`src/rtl/square_synth_pkg.sv`:
```
// Shared constants for the square-wave tone generator and its bench.
package square_synth_pkg;
  localparam int PERIOD_WIDTH_DEFAULT = 16;
endpackage

```
`src/rtl/square_synth_if.sv`:
```
// Control and audio signals of the square-wave generator; the bench drives the
// master side and the core sits on the slave side.
interface square_synth_if
  import square_synth_pkg::*;
#(
  parameter int PW = PERIOD_WIDTH_DEFAULT
);
  logic [PW-1:0] HALF_PERIOD;
  logic          ENABLE;
  logic          SAMPLE_TRIGGER;
  logic          AUDIO;

  modport master (
    output HALF_PERIOD,
    output ENABLE,
    output SAMPLE_TRIGGER,
    input  AUDIO
  );

  modport slave (
    input  HALF_PERIOD,
    input  ENABLE,
    input  SAMPLE_TRIGGER,
    output AUDIO
  );
endinterface

```
`src/rtl/square_synth_tick_counter.sv`:
```
// Counts sample ticks within one half-period and pulses TERM on the tick that
// completes it; the counter never wraps.
module square_synth_tick_counter #(
  parameter int WIDTH = 16
) (
  input  logic             CLK,
  input  logic             RESET,
  input  logic             CLEAR,
  input  logic             TICK,
  input  logic [WIDTH-1:0] LIMIT,
  output logic             TERM
);
  logic [WIDTH-1:0] cnt_q, cnt_d;

  always_comb begin
    // cnt >= LIMIT-1 evaluated one bit wider so a shrunk LIMIT never underflows
    TERM  = TICK && !CLEAR &&
            (({1'b0, cnt_q} + (WIDTH+1)'(1)) >= {1'b0, LIMIT});
    cnt_d = cnt_q;
    if (CLEAR) begin
      cnt_d = '0;
    end else if (TERM) begin
      cnt_d = '0;
    end else if (TICK) begin
      cnt_d = cnt_q + WIDTH'(1);
    end
  end

  always_ff @(posedge CLK or posedge RESET) begin
    if (RESET) begin
      cnt_q <= '0;
    end else begin
      cnt_q <= cnt_d;
    end
  end
endmodule

```
`src/rtl/square_synth_core.sv`:
```
// Square-wave tone generator toggling AUDIO every HALF_PERIOD sample ticks.
// Define SQUARE_SYNTH_PERIOD_LATCH_EN to apply HALF_PERIOD changes only at half-period boundaries.
module square_synth_core
  import square_synth_pkg::*;
#(
  parameter int PERIOD_WIDTH = PERIOD_WIDTH_DEFAULT
) (
  input  logic          CLK,
  input  logic          RESET,
  square_synth_if.slave bus
);
  logic [PERIOD_WIDTH-1:0] p_eff;
  logic                    active;
  logic                    term;
  logic                    audio_q, audio_d;

`ifdef SQUARE_SYNTH_PERIOD_LATCH_EN
  logic [PERIOD_WIDTH-1:0] period_q, period_d;
  logic                    running_q, running_d;

  // The live input is used only on the first active cycle, before the latch holds it.
  always_comb begin
    p_eff     = running_q ? period_q : bus.HALF_PERIOD;
    active    = bus.ENABLE && (p_eff != '0);
    running_d = active;
  end

  always_comb begin
    period_d = period_q;
    if (active && (!running_q || term)) begin
      period_d = bus.HALF_PERIOD;
    end
  end

  always_ff @(posedge CLK or posedge RESET) begin
    if (RESET) begin
      period_q  <= '0;
      running_q <= 1'b0;
    end else begin
      period_q  <= period_d;
      running_q <= running_d;
    end
  end
`else
  always_comb begin
    p_eff  = bus.HALF_PERIOD;
    active = bus.ENABLE && (p_eff != '0);
  end
`endif

  square_synth_tick_counter #(
    .WIDTH (PERIOD_WIDTH)
  ) u_tick_counter (
    .CLK   (CLK),
    .RESET (RESET),
    .CLEAR (!active),
    .TICK  (bus.SAMPLE_TRIGGER),
    .LIMIT (p_eff),
    .TERM  (term)
  );

  // Inactive forces silence, so a fresh enable always starts from a low level.
  always_comb begin
    audio_d = audio_q;
    if (!active) begin
      audio_d = 1'b0;
    end else if (term) begin
      audio_d = ~audio_q;
    end
  end

  always_ff @(posedge CLK or posedge RESET) begin
    if (RESET) begin
      audio_q <= 1'b0;
    end else begin
      audio_q <= audio_d;
    end
  end

  assign bus.AUDIO = audio_q;
endmodule

```
`src/flat_wrapper.sv`:
```
// flat-port wrapper written by rule: the top's interface ports become plain ports
module square_synth_core_flat import square_synth_pkg::*;
#(
  parameter int PERIOD_WIDTH = PERIOD_WIDTH_DEFAULT
)
  (CLK, RESET, bus_HALF_PERIOD, bus_ENABLE, bus_SAMPLE_TRIGGER, bus_AUDIO);
  square_synth_if #(.PW((PERIOD_WIDTH_DEFAULT))) bus_i ();
  input  logic CLK;
  input  logic RESET;
  input wire logic [$bits(bus_i.HALF_PERIOD)-1:0] bus_HALF_PERIOD;
  input wire logic [$bits(bus_i.ENABLE)-1:0] bus_ENABLE;
  input wire logic [$bits(bus_i.SAMPLE_TRIGGER)-1:0] bus_SAMPLE_TRIGGER;
  output wire logic [$bits(bus_i.AUDIO)-1:0] bus_AUDIO;
  assign bus_i.HALF_PERIOD = bus_HALF_PERIOD;
  assign bus_i.ENABLE = bus_ENABLE;
  assign bus_i.SAMPLE_TRIGGER = bus_SAMPLE_TRIGGER;
  assign bus_AUDIO = bus_i.AUDIO;
  square_synth_core #(.PERIOD_WIDTH(PERIOD_WIDTH)) u_core (.CLK(CLK), .RESET(RESET), .bus(bus_i));
endmodule
```
`config.mk`:
```
export PLATFORM = sky130hd
export DESIGN_NAME = square_synth_core_flat
export DESIGN_NICKNAME = d
export VERILOG_FILES = /design/src/rtl/square_synth_pkg.sv /design/src/rtl/square_synth_if.sv /design/src/rtl/square_synth_tick_counter.sv /design/src/rtl/square_synth_core.sv /design/src/flat_wrapper.sv
export SDC_FILE = /design/constraint.sdc
export NUM_CORES = 1
export LEC_CHECK = 0
export ABC_AREA = 1
export CAP_MARGIN = 20
export CORE_ASPECT_RATIO = 1.25
export CORE_MARGIN = 4
export CORE_UTILIZATION = 30
export DETAILED_ROUTE_END_ITERATION = 16
export PLACE_DENSITY_LB_ADDON = 0.15
export SLEW_MARGIN = 20
export SYNTH_ARGS = -nofsm -noshare
export SYNTH_HDL_FRONTEND = slang
export SYNTH_SLANG_ARGS = --single-unit
```
`constraint.sdc`:
```
create_clock -name CLK -period 4.35 [get_ports CLK]
set_clock_uncertainty 0.2 [all_clocks]
set_input_delay 1.305 -clock CLK [delete_from_list [all_inputs] [get_ports CLK]]
set_output_delay 1.305 -clock CLK [all_outputs]
set_load 0.05 [all_outputs]
```
==> flow_summary_export.csv, run 1 <==
group,metric,value,unit
outcome,status,"finished, final reports clean",
floorplan,start_util,0.3164,
logic_synthesis,synthDominantCellAreaShare,0.2591,
layout,layout.nets,312,
layout,multiInputGateArea,998.5,um^2
route,wl_per_cell,11.95,um
setup_path,reg2reg_slack,1.34,ns
clocking,cts_resized,0,
logic_synthesis,yosysMostFrequentCell,"nand2_1",
layout,n_antenna_cell,0,
logic_synthesis,synthTopCellsByArea,"dfrtp_1 (26%), nand2_1 (18%), ha_1 (13%)",
power_and_ir_drop,vdd_drop_max,76.16,uV
sta,slew_headroom,0.5143,
route,vias_per_cell,4.512,
power_and_ir_drop,p_leak,1.120,nW
clocking,post_cts_buffers,0,
global_route,grt_max_degree,20,
global_route,grt_pass1_vias,1420,
logic_synthesis,ys_async_sr_fraction,1.000,
sta,finalCritPeriodShare,0.7630,
sta,fin_setup_tns,0,ns
logic_synthesis,avgSynthCellArea,6.488,um^2
sta,hold_viol_final,0,
layout,nFillCells,584,
setup_path,critPathMaxFanout,19,
floorplan,fp.dieH,90.71,um
layout,area_delta_synth_final,18.06,%
placement,place_congestion,0.7737,
layout,ff_latch_area,425.4,um^2
setup_path,arrival,3.26,ns
floorplan,num_rows,29,
logic_synthesis,syn_inst,253,
clocking,cts_made_buffers,3,
route,vias,1516,
route,dr.pass1.iters,4,
clocking,clk_pin_slew,0.06,ns
logic_synthesis,synth_seq_cells,17,
sta,rsz0062_at_grt,"no",
setup_path,path_cells,"clkdlybuf4s50_1, nor2_1, nand3_1, nor2_1, nand2_1, nand2_1, nor2_2, inv_1, nand2_1, inv_1, nand3_1, nand2_1",
clocking,ctsHoldBuffers,0,
logic_synthesis,synth_edf_count,0,
power_and_ir_drop,pwr-share-clk,0.353,
setup_path,start_kind,"primary input",
setup_path,slowest_delay,0.56,ns
logic_synthesis,ys.flop_type,"dfrtp_1",
sta,max_freq,301.3,MHz
logic_synthesis,synthTopCellsByCount,"nand2_1 (78), inv_1 (49), nor2_1 (23)",
run,cap_viol_max_count,0,
clocking,cts_tree,"done",
power_and_ir_drop,combPwrFrac,0.164,
setup_path,end_kind,"flop",
floorplan,dieArea,0.006727,mm^2
power_and_ir_drop,power_frac_seq,0.484,
floorplan,pin_count,21,
sta,setup_violations,0,
sta,worst_pin_slew,0.7277,ns
setup_path,slowest_stage,"nor2_2",
min_path,hold_class,"flop to flop",
route,drtIter0Drc,42,
logic_synthesis,yosysTopAreaCell,"dfrtp_1",
sta,slew_violations,0,
power_and_ir_drop,p_total,0.3348,mW
global_route,overflow,0,
logic_synthesis,yosysWarnings,0,
placement,dp_hpwl,3395,um
power_and_ir_drop,internal_power,0.2501,mW
logic_synthesis,seq_area_frac_synth,0.2591,
logic_synthesis,synth_area,0.001642,mm^2
route,drt_wl_total,4015,um
layout,drive_gt1_frac,0.06204,
power_and_ir_drop,power_density,172.7,mW/mm^2
route,ant_nets,0,
clocking,htreeDepth,1,
floorplan,core_area,0.005189,mm^2
route,route.detailed.drc,0,
setup_path,crit_required,4.29,ns
clocking,clock_path_buffers,2,
clocking,cts.sinks,17,
global_route,track_usage,0.1270,
setup_path,critPathKind,"primary input to flop",
global_route,grt_pass1_wl,6630,um
clocking,clock_latency,0.25,ns
clocking,root_buffer,"clkbuf_8",
logic_synthesis,ys_types,25,
logic_synthesis,syn_nets,290,
global_route,antenna_found_initial,0,
floorplan,die_x,74.16,um
power_and_ir_drop,swShare,0.2529,
power_and_ir_drop,p_sw,0.08467,mW
setup_path,crit_top_cell,"nand2_1",
sta,fin_crit,3.319,ns
placement,port_buffers,20,
## layer usage
metal	vias to the layer above	track usage	routed length [um]
met5	-	0	0
met4	0	0.04079	57
met3	5	0.01448	134
met2	28	0.2189	2038
met1	662	0.1600	1784
li1	821	-	-
## metrics by stage
| step | worst slack, ns | cells | cell area (um^2) | utilization | hold slack (ns) |
|---|---|---|---|---|---|
| after floorplan | 1.561 | 253 | 1642 | - | 0.2708 |
| after global placement | 0.7538 | 332 | 1893 | 0.3648 | 0.3091 |
| after detailed placement | 0.7586 | 332 | 1893 | 0.3648 | 0.2884 |
| after CTS | 1.008 | 336 | 1938 | 0.3735 | 0.3070 |
| after global routing | 0.7661 | 336 | 1938 | 0.3735 | 0.3527 |
| final | 1.031 | 336 | 1938 | 0.3735 | 0.3035 |
## cells in the final DEF, fill, tap and decap left out, types with 2 or more instances in the layout
| master | n |
|---|---|
| a21oi_1 | 4 |
| clkbuf_8 | 3 |
| clkdlybuf4s50_1 | 20 |
| dfrtp_1 | 17 |
| ha_1 | 17 |
| inv_1 | 49 |
| inv_2 | 2 |
| nand2_1 | 78 |
| nand2_2 | 5 |
| nand3_1 | 21 |
| nand3b_1 | 3 |
| nand4_1 | 5 |
| nor2_1 | 23 |
| nor2_2 | 4 |
| o21ai_0 | 3 |
| xnor2_1 | 3 |
| xor2_1 | 8 |
## state kept, by name, summed over array words and instances (netlist names)
register	count
u_core.u_tick_counter.cnt_q	16
u_core.bus.AUDIO	1
## power by group through the flow
stage / logic (mW) / clock network [mW] / registers [mW]
after floorplan: 0.0296 / 0 / 0.164
after global placement: 0.0563 / 0 / 0.165
after detailed placement: 0.0558 / 0 / 0.165
after CTS: 0.0564 / 0.123 / 0.162
after global routing: 0.0627 / 0.126 / 0.162
final: 0.0548 / 0.118 / 0.162
## worst paths after layout
kind | startpoint | end | cells past startpoint
max | bus_HALF_PERIOD[0] | u_core.u_tick_counter.cnt_q[14] | 12
min in group asynchronous | RESET | u_core.u_tick_counter.cnt_q[0] | 2
min | u_core.u_tick_counter.cnt_q[15] | u_core.u_tick_counter.cnt_q[15] | 2
max reg2reg | u_core.u_tick_counter.cnt_q[0] | u_core.u_tick_counter.cnt_q[12] | 18
max in group asynchronous | RESET | u_core.u_tick_counter.cnt_q[8] | 2
min reg2reg | u_core.u_tick_counter.cnt_q[15] | u_core.u_tick_counter.cnt_q[15] | 2
## critical path: cells and delay by family
kind / cells / cell delay, ns
buffers and inverters: 3 / 0.81
and+or+nand+nor: 9 / 1.14
## area by class of cell
| cell class | instances | area share |
|---|---|---|
| Multi-Input combinational cell | 182 | 0.5152 |
| Sequential cell | 17 | 0.2195 |
| Timing Repair Buffer | 20 | 0.1033 |
| Inverter | 51 | 0.09877 |
| Tap cell | 62 | 0.04003 |
| Clock buffer | 4 | 0.02324 |
## logic make-up (layout without fill, tap and decap cells)
kind of cell | after synthesis | count (layout) | synth area share
XOR/XNOR | 11 | 11 | 0.05869
buffers and inverters | 54 | 75 | 0.1326
AO/OA/AOI/OAI | 12 | 12 | 0.04268
adder cells (fa/ha/maj) | 17 | 17 | 0.1296
flip-flops | 17 | 17 | 0.2591
AND/OR/NAND/NOR | 142 | 142 | 0.3773
No activity file was read; power rests on OpenSTA's default activity.
==> inputs of run 2 (changes only) <==
- clock period: 4.35 -> 2.8 ns (I/O delays scaled with it)
==> flow_summary_export.csv, run 2 (synthesis results as in run 1) <==
group,metric,value,unit
clocking,root_buffer,"clkbuf_8",
run,cap_viol_max_count,0,
outcome,status,"finished, final reports clean",
power_and_ir_drop,p_total,0.5495,mW
placement,place_ws,-0.1922,ns
floorplan,pin_count,21,
setup_path,crit_required,2.75,ns
floorplan,die_x,74.16,um
route,route.detailed.drc,0,
setup_path,reg2reg_slack,0.14,ns
sta,slew_violations,0,
global_route,track_usage,0.1353,
layout,final_common_cell,"nand2_1",
min_path,hp-start,"u_core.bus.AUDIO",
layout,largest_register,"u_core.u_tick_counter.cnt_q",
setup_path,timing.rr.start,"u_core.u_tick_counter.cnt_q[0]",
min_path,hold_class,"flop to flop",
global_route,overflow,0,
floorplan,dieArea,0.006727,mm^2
placement,port_buffers,20,
layout,layout.nets,341,
route,wl_per_cell,12.09,um
global_route,grt_max_degree,19,
floorplan,fp.dieH,90.71,um
route,vias,1627,
clocking,clk_pin_slew,0.07,ns
layout,largest_reg_flops,16,
route,drtIter0Drc,37,
clocking,ctsHoldBuffers,0,
sta,finalCritPeriodShare,0.9513,
placement,place_congestion,0.8597,
placement,dpl_cell_area,0.002081,mm^2
route,ant_nets,0,
setup_path,rr_worst_depth,18,
clocking,cts_made_buffers,3,
layout,drive_gt1_frac,0.2442,
power_and_ir_drop,power_density,235.1,mW/mm^2
sta,hold_viol_final,0,
global_route,grt_pass1_vias,1653,
power_and_ir_drop,vdd_drop_max,106.4,uV
floorplan,start_util,0.3164,
global_route,grt_pass1_wl,7231,um
floorplan,core_area,0.005189,mm^2
route,dr.pass1.iters,4,
route,drt_wl_total,4412,um
clocking,htreeDepth,1,
layout,n_antenna_cell,0,
layout,final_area,0.002337,mm^2
clocking,cts_tree,"done",
layout,layout_common_cells,"nand2_1 (74), inv_1 (46), buf_4 (26), clkdlybuf4s50_1 (20), nor2_1 (18)",
setup_path,worst_r2r_endpoint,"u_core.u_tick_counter.cnt_q[8]",
clocking,clock_latency,0.25,ns
sta,slew_headroom,0.6705,
placement,placedCellCount,357,
global_route,antenna_found_initial,0,
floorplan,num_rows,29,
clocking,clock_path_buffers,2,
sta,fin_crit,2.664,ns
setup_path,critPathKind,"flop to flop",
setup_path,critPathMaxFanout,6,
min_path,whs_path_depth,2,
setup_path,arrival,2.61,ns
sta,setup_violations,0,
setup_path,start_kind,"flop",
layout,final_cell_count_no_fill,365,
setup_path,end_kind,"flop",
sta,finalWorstSetupSlack,0.1363,ns
sta,rsz0062_at_grt,"yes",
power_and_ir_drop,p_leak,1.300,nW
sta,max_freq,375.4,MHz
route,vias_per_cell,4.458,
placement,dp_hpwl,3559,um
min_path,whs_endpoint,"u_core.bus.AUDIO",
clocking,cts.sinks,17,
layout,area_delta_synth_final,42.38,%
sta,worst_pin_slew,0.4927,ns
run 2: per-stage QoR:
step           setup TNS, ns  hold slack [ns]  utilization
2_1_floorplan              0           0.2708            -
3_3_place_gp          -2.586           0.3036       0.4010
3_5_place_dp          -2.412           0.3021       0.4010
4_1_cts                    0           0.3168       0.4121
5_1_grt              -0.4818           0.3463       0.4504
6_report                   0           0.3096       0.4504
run 2: layout make-up:
cell class / instances / area (um^2)
multi-input cells: 183 / 1172
clock buffers: 4 / 45.04
repair buffers: 48 / 417.9
well taps: 62 / 77.57
flip-flops and latches: 17 / 430.4
fillers: 559 / 2851
inverters: 51 / 193.9
run 2: metal layers:
metal  global-route usage  vias to the layer above  wire [um]
met1               0.1650                      721       1979
li1                     -                      875          -
met2               0.2359                       24       2191
met5                    0                        -          0
met3              0.01559                        7        159
met4              0.04985                        0         82
run 2: worst max path at each step:
stage / startpoint / endpoint / cells past startpoint
finish: u_core.u_tick_counter.cnt_q[0] / u_core.u_tick_counter.cnt_q[8] / 18
CTS: u_core.u_tick_counter.cnt_q[0] / u_core.u_tick_counter.cnt_q[1] / 18
detailed placement: bus_HALF_PERIOD[8] / u_core.u_tick_counter.cnt_q[6] / 14
global route: u_core.u_tick_counter.cnt_q[0] / u_core.u_tick_counter.cnt_q[4] / 20
floorplan: u_core.u_tick_counter.cnt_q[0] / u_core.bus.AUDIO / 19
global placement: bus_HALF_PERIOD[8] / u_core.u_tick_counter.cnt_q[3] / 14
run 2: repair_timing:
| item | 4_1_cts | 5_1_grt |
|---|---|---|
| pin swaps | 0 | 15 |
| gates cloned | 0 | 1 |
| buffers inserted | 0 | 3 |
| setup endpoints to repair | 15 | 17 |
| gates resized for setup | 3 | 43 |
run 2: power by group:
group | total, mW | internal [mW] | switching, mW
Combinational | 0.109 | 0.0559 | 0.0529
Clock | 0.189 | 0.101 | 0.0876
Sequential | 0.252 | 0.248 | 0.00366
Total | 0.550 | 0.405 | 0.144
run 2: critical path, cell delays in order (launching register included):
cell      delay (ns)
dfrtp_1         0.41
ha_4            0.17
nand3_4         0.08
buf_6           0.14
inv_4           0.06
nand2_4         0.05
xor2_2          0.18
ha_1            0.34
nand2_2         0.08
nor2_2          0.11
nand3b_1        0.09
nand3_1         0.08
nand2_1         0.05
nand2_1         0.07
nand2_2         0.08
nand2_4         0.11
nand2_4         0.09
nand3_1         0.10
nand2_1         0.05
==> inputs of run 3 (changes only) <==
- clock period: 2.8 -> 3.15 ns (I/O delays scaled with it)
==> flow_summary_export.csv, run 3 (synthesis results as in run 1) <==
group,metric,value,unit
outcome,status,"finished, final reports clean",
sta,hold_viol_final,0,
placement,dp_hpwl,3400,um
power_and_ir_drop,combPwrFrac,0.165,
setup_path,slowest_delay,0.41,ns
clocking,cts_tree,"done",
placement,placedCellCount,334,
floorplan,fp.dieH,90.71,um
setup_path,path_cells,"ha_1, nand3_2, nor2_2, inv_2, nor2_2, nand2_2, o21ai_2, nand2_2, ha_1, nand2_1, inv_1, o21ai_0, nand3b_1, nor2_2, nand3_1, o21ai_0",
layout,largest_reg_flops,16,
power_and_ir_drop,power_frac_seq,0.473,
floorplan,core_area,0.005189,mm^2
sta,worst_pin_slew,0.6883,ns
layout,final_cell_count_no_fill,338,
run,cap_viol_max_count,0,
floorplan,pin_count,21,
layout,n_antenna_cell,0,
global_route,overflow,0,
sta,slew_headroom,0.5406,
global_route,track_usage,0.1330,
route,route.detailed.drc,0,
clocking,cts.sinks,17,
setup_path,critical-path-top-delay-family,"simple AND/OR/NAND/NOR gates",
floorplan,die_x,74.16,um
clocking,cts_made_buffers,3,
min_path,whs_path_depth,2,
layout,final_area,0.001962,mm^2
clocking,clock_path_buffers,2,
setup_path,slowest_stage,"dfrtp_2",
setup_path,critPathMaxFanout,5,
global_route,grt_pass1_vias,1557,
route,drt_wl_total,4044,um
layout,nFillCells,576,
placement,place_congestion,0.8143,
setup_path,start_kind,"flop",
route,vias_per_cell,4.577,
layout,final_common_cell,"nand2_1",
sta,whs,0.3097,ns
power_and_ir_drop,pwr-share-clk,0.363,
power_and_ir_drop,swShare,0.2650,
power_and_ir_drop,p_sw,0.1253,mW
clocking,htreeDepth,1,
setup_path,crit_required,3.12,ns
route,vias,1547,
placement,port_buffers,20,
min_path,hold_class,"flop to flop",
min_path,whs_endpoint,"u_core.bus.AUDIO",
setup_path,critPathKind,"flop to flop",
global_route,grt_max_degree,19,
sta,fin_crit,2.832,ns
power_and_ir_drop,power_density,241.0,mW/mm^2
setup_path,worst_r2r_endpoint,"u_core.u_tick_counter.cnt_q[0]",
layout,multiInputGateArea,0.001006,mm^2
global_route,antenna_found_initial,0,
power_and_ir_drop,internal_power,0.3475,mW
sta,max_freq,353.1,MHz
setup_path,reg2reg_slack,0.32,ns
sta,rsz0062_at_grt,"no",
setup_path,arrival,2.80,ns
route,dr.pass1.iters,4,
floorplan,dieArea,0.006727,mm^2
route,wl_per_cell,11.96,um
layout,layout.nets,314,
global_route,grt_pass1_wl,7038,um
setup_path,end_kind,"flop",
sta,fin_setup_tns,0,ns
sta,setup_violations,0,
clocking,root_buffer,"clkbuf_8",
layout,layout_common_cells,"nand2_1 (78), inv_1 (48), nor2_1 (22), nand3_1 (21), clkdlybuf4s50_1 (20)",
route,drtIter0Drc,45,
clocking,clock_latency,0.26,ns
layout,ff_latch_area,426.7,um^2
placement,place_ws,0.04347,ns
power_and_ir_drop,vdd_drop_max,95.21,uV
floorplan,start_util,0.3164,
sta,finalCritPeriodShare,0.8991,
setup_path,rr_worst_depth,16,
setup_path,timing.rr.start,"u_core.u_tick_counter.cnt_q[0]",
setup_path,crit_top_cell,"nor2_2",
sta,slew_violations,0,
placement,dpl_cell_area,0.001908,mm^2
min_path,hp-start,"u_core.bus.AUDIO",
clocking,clk_pin_slew,0.07,ns
sta,finalWorstSetupSlack,0.3178,ns
power_and_ir_drop,p_leak,1.140,nW
floorplan,num_rows,29,
setup_path,crit_buf_inv,2,
layout,area_delta_synth_final,19.51,%
layout,largest_register,"u_core.u_tick_counter.cnt_q",
route,ant_nets,0,
layout,drive_gt1_frac,0.07971,
clocking,ctsHoldBuffers,0,
==> run 3: cell types whose count changed in the layout (fill, tap and decap cells not counted), sizes merged <==
cell	previous run	this run
nand2	84	83
buf	28	2
==> run 3: worst reg2reg max path, cell delays in order (launching register included) <==
cell and delay (ns):
dfrtp_2 0.41, ha_1 0.21, nand3_2 0.15, nor2_2 0.16, inv_2 0.05, nor2_2 0.13, nand2_2 0.09, o21ai_2 0.13
nand2_2 0.08, ha_1 0.29, nand2_1 0.06, inv_1 0.03, o21ai_0 0.13, nand3b_1 0.11, nor2_2 0.13, nand3_1 0.17
o21ai_0 0.22
==> run 3: through the flow <==
step | total power [mW] | util
5_1_grt | 0.4989 | 0.3781
2_1_floorplan | 0.2675 | -
3_3_place_gp | 0.3069 | 0.3677
3_5_place_dp | 0.3061 | 0.3677
6_report | 0.4728 | 0.3781
4_1_cts | 0.4777 | 0.3764
==> run 3: worst max-delay path by stage <==
stage                                         from                        endpoint  slack, ns  cells after the start
global placement                bus_HALF_PERIOD[8]  u_core.u_tick_counter.cnt_q[3]       0.05                     14
floorplan           u_core.u_tick_counter.cnt_q[0]                u_core.bus.AUDIO       0.57                     19
detailed placement              bus_HALF_PERIOD[8]  u_core.u_tick_counter.cnt_q[3]       0.04                     14
CTS                 u_core.u_tick_counter.cnt_q[0]  u_core.u_tick_counter.cnt_q[3]       0.14                     18
global route        u_core.u_tick_counter.cnt_q[0]  u_core.u_tick_counter.cnt_q[2]       0.02                     18
finish              u_core.u_tick_counter.cnt_q[0]  u_core.u_tick_counter.cnt_q[0]       0.32                     16
==> run 3: final cells by class <==
| type | instances | share of cell area |
|---|---|---|
| sequential | 17 | 0.2175 |
| tap | 62 | 0.03954 |
| clock buffer | 4 | 0.02296 |
| timing repair buffer | 22 | 0.1097 |
| inverter | 51 | 0.09758 |
| multi-input combinational | 182 | 0.5128 |
==> run 3: timing repair <==
action | in CTS | in global routing
endpoints found under the setup margin | 0 | 15
resized for setup | 0 | 4
setup buffers | 0 | 0
==> run 3: power groups by stage <==
stage / clock (mW) / sequential [mW] / combinational [mW]
after floorplan: 0 / 0.227 / 0.0409
after global placement: 0 / 0.227 / 0.0795
after detailed placement: 0 / 0.228 / 0.0786
after CTS: 0.175 / 0.223 / 0.0791
after global routing: 0.186 / 0.224 / 0.0889
final: 0.171 / 0.224 / 0.0778
==> run 3: routing by layer <==
metal / routed length, um / track usage
met2: 2076 / 0.2300
met5: 0 / 0
met3: 123 / 0.02004
met1: 1782 / 0.1646
met4: 61 / 0.04079
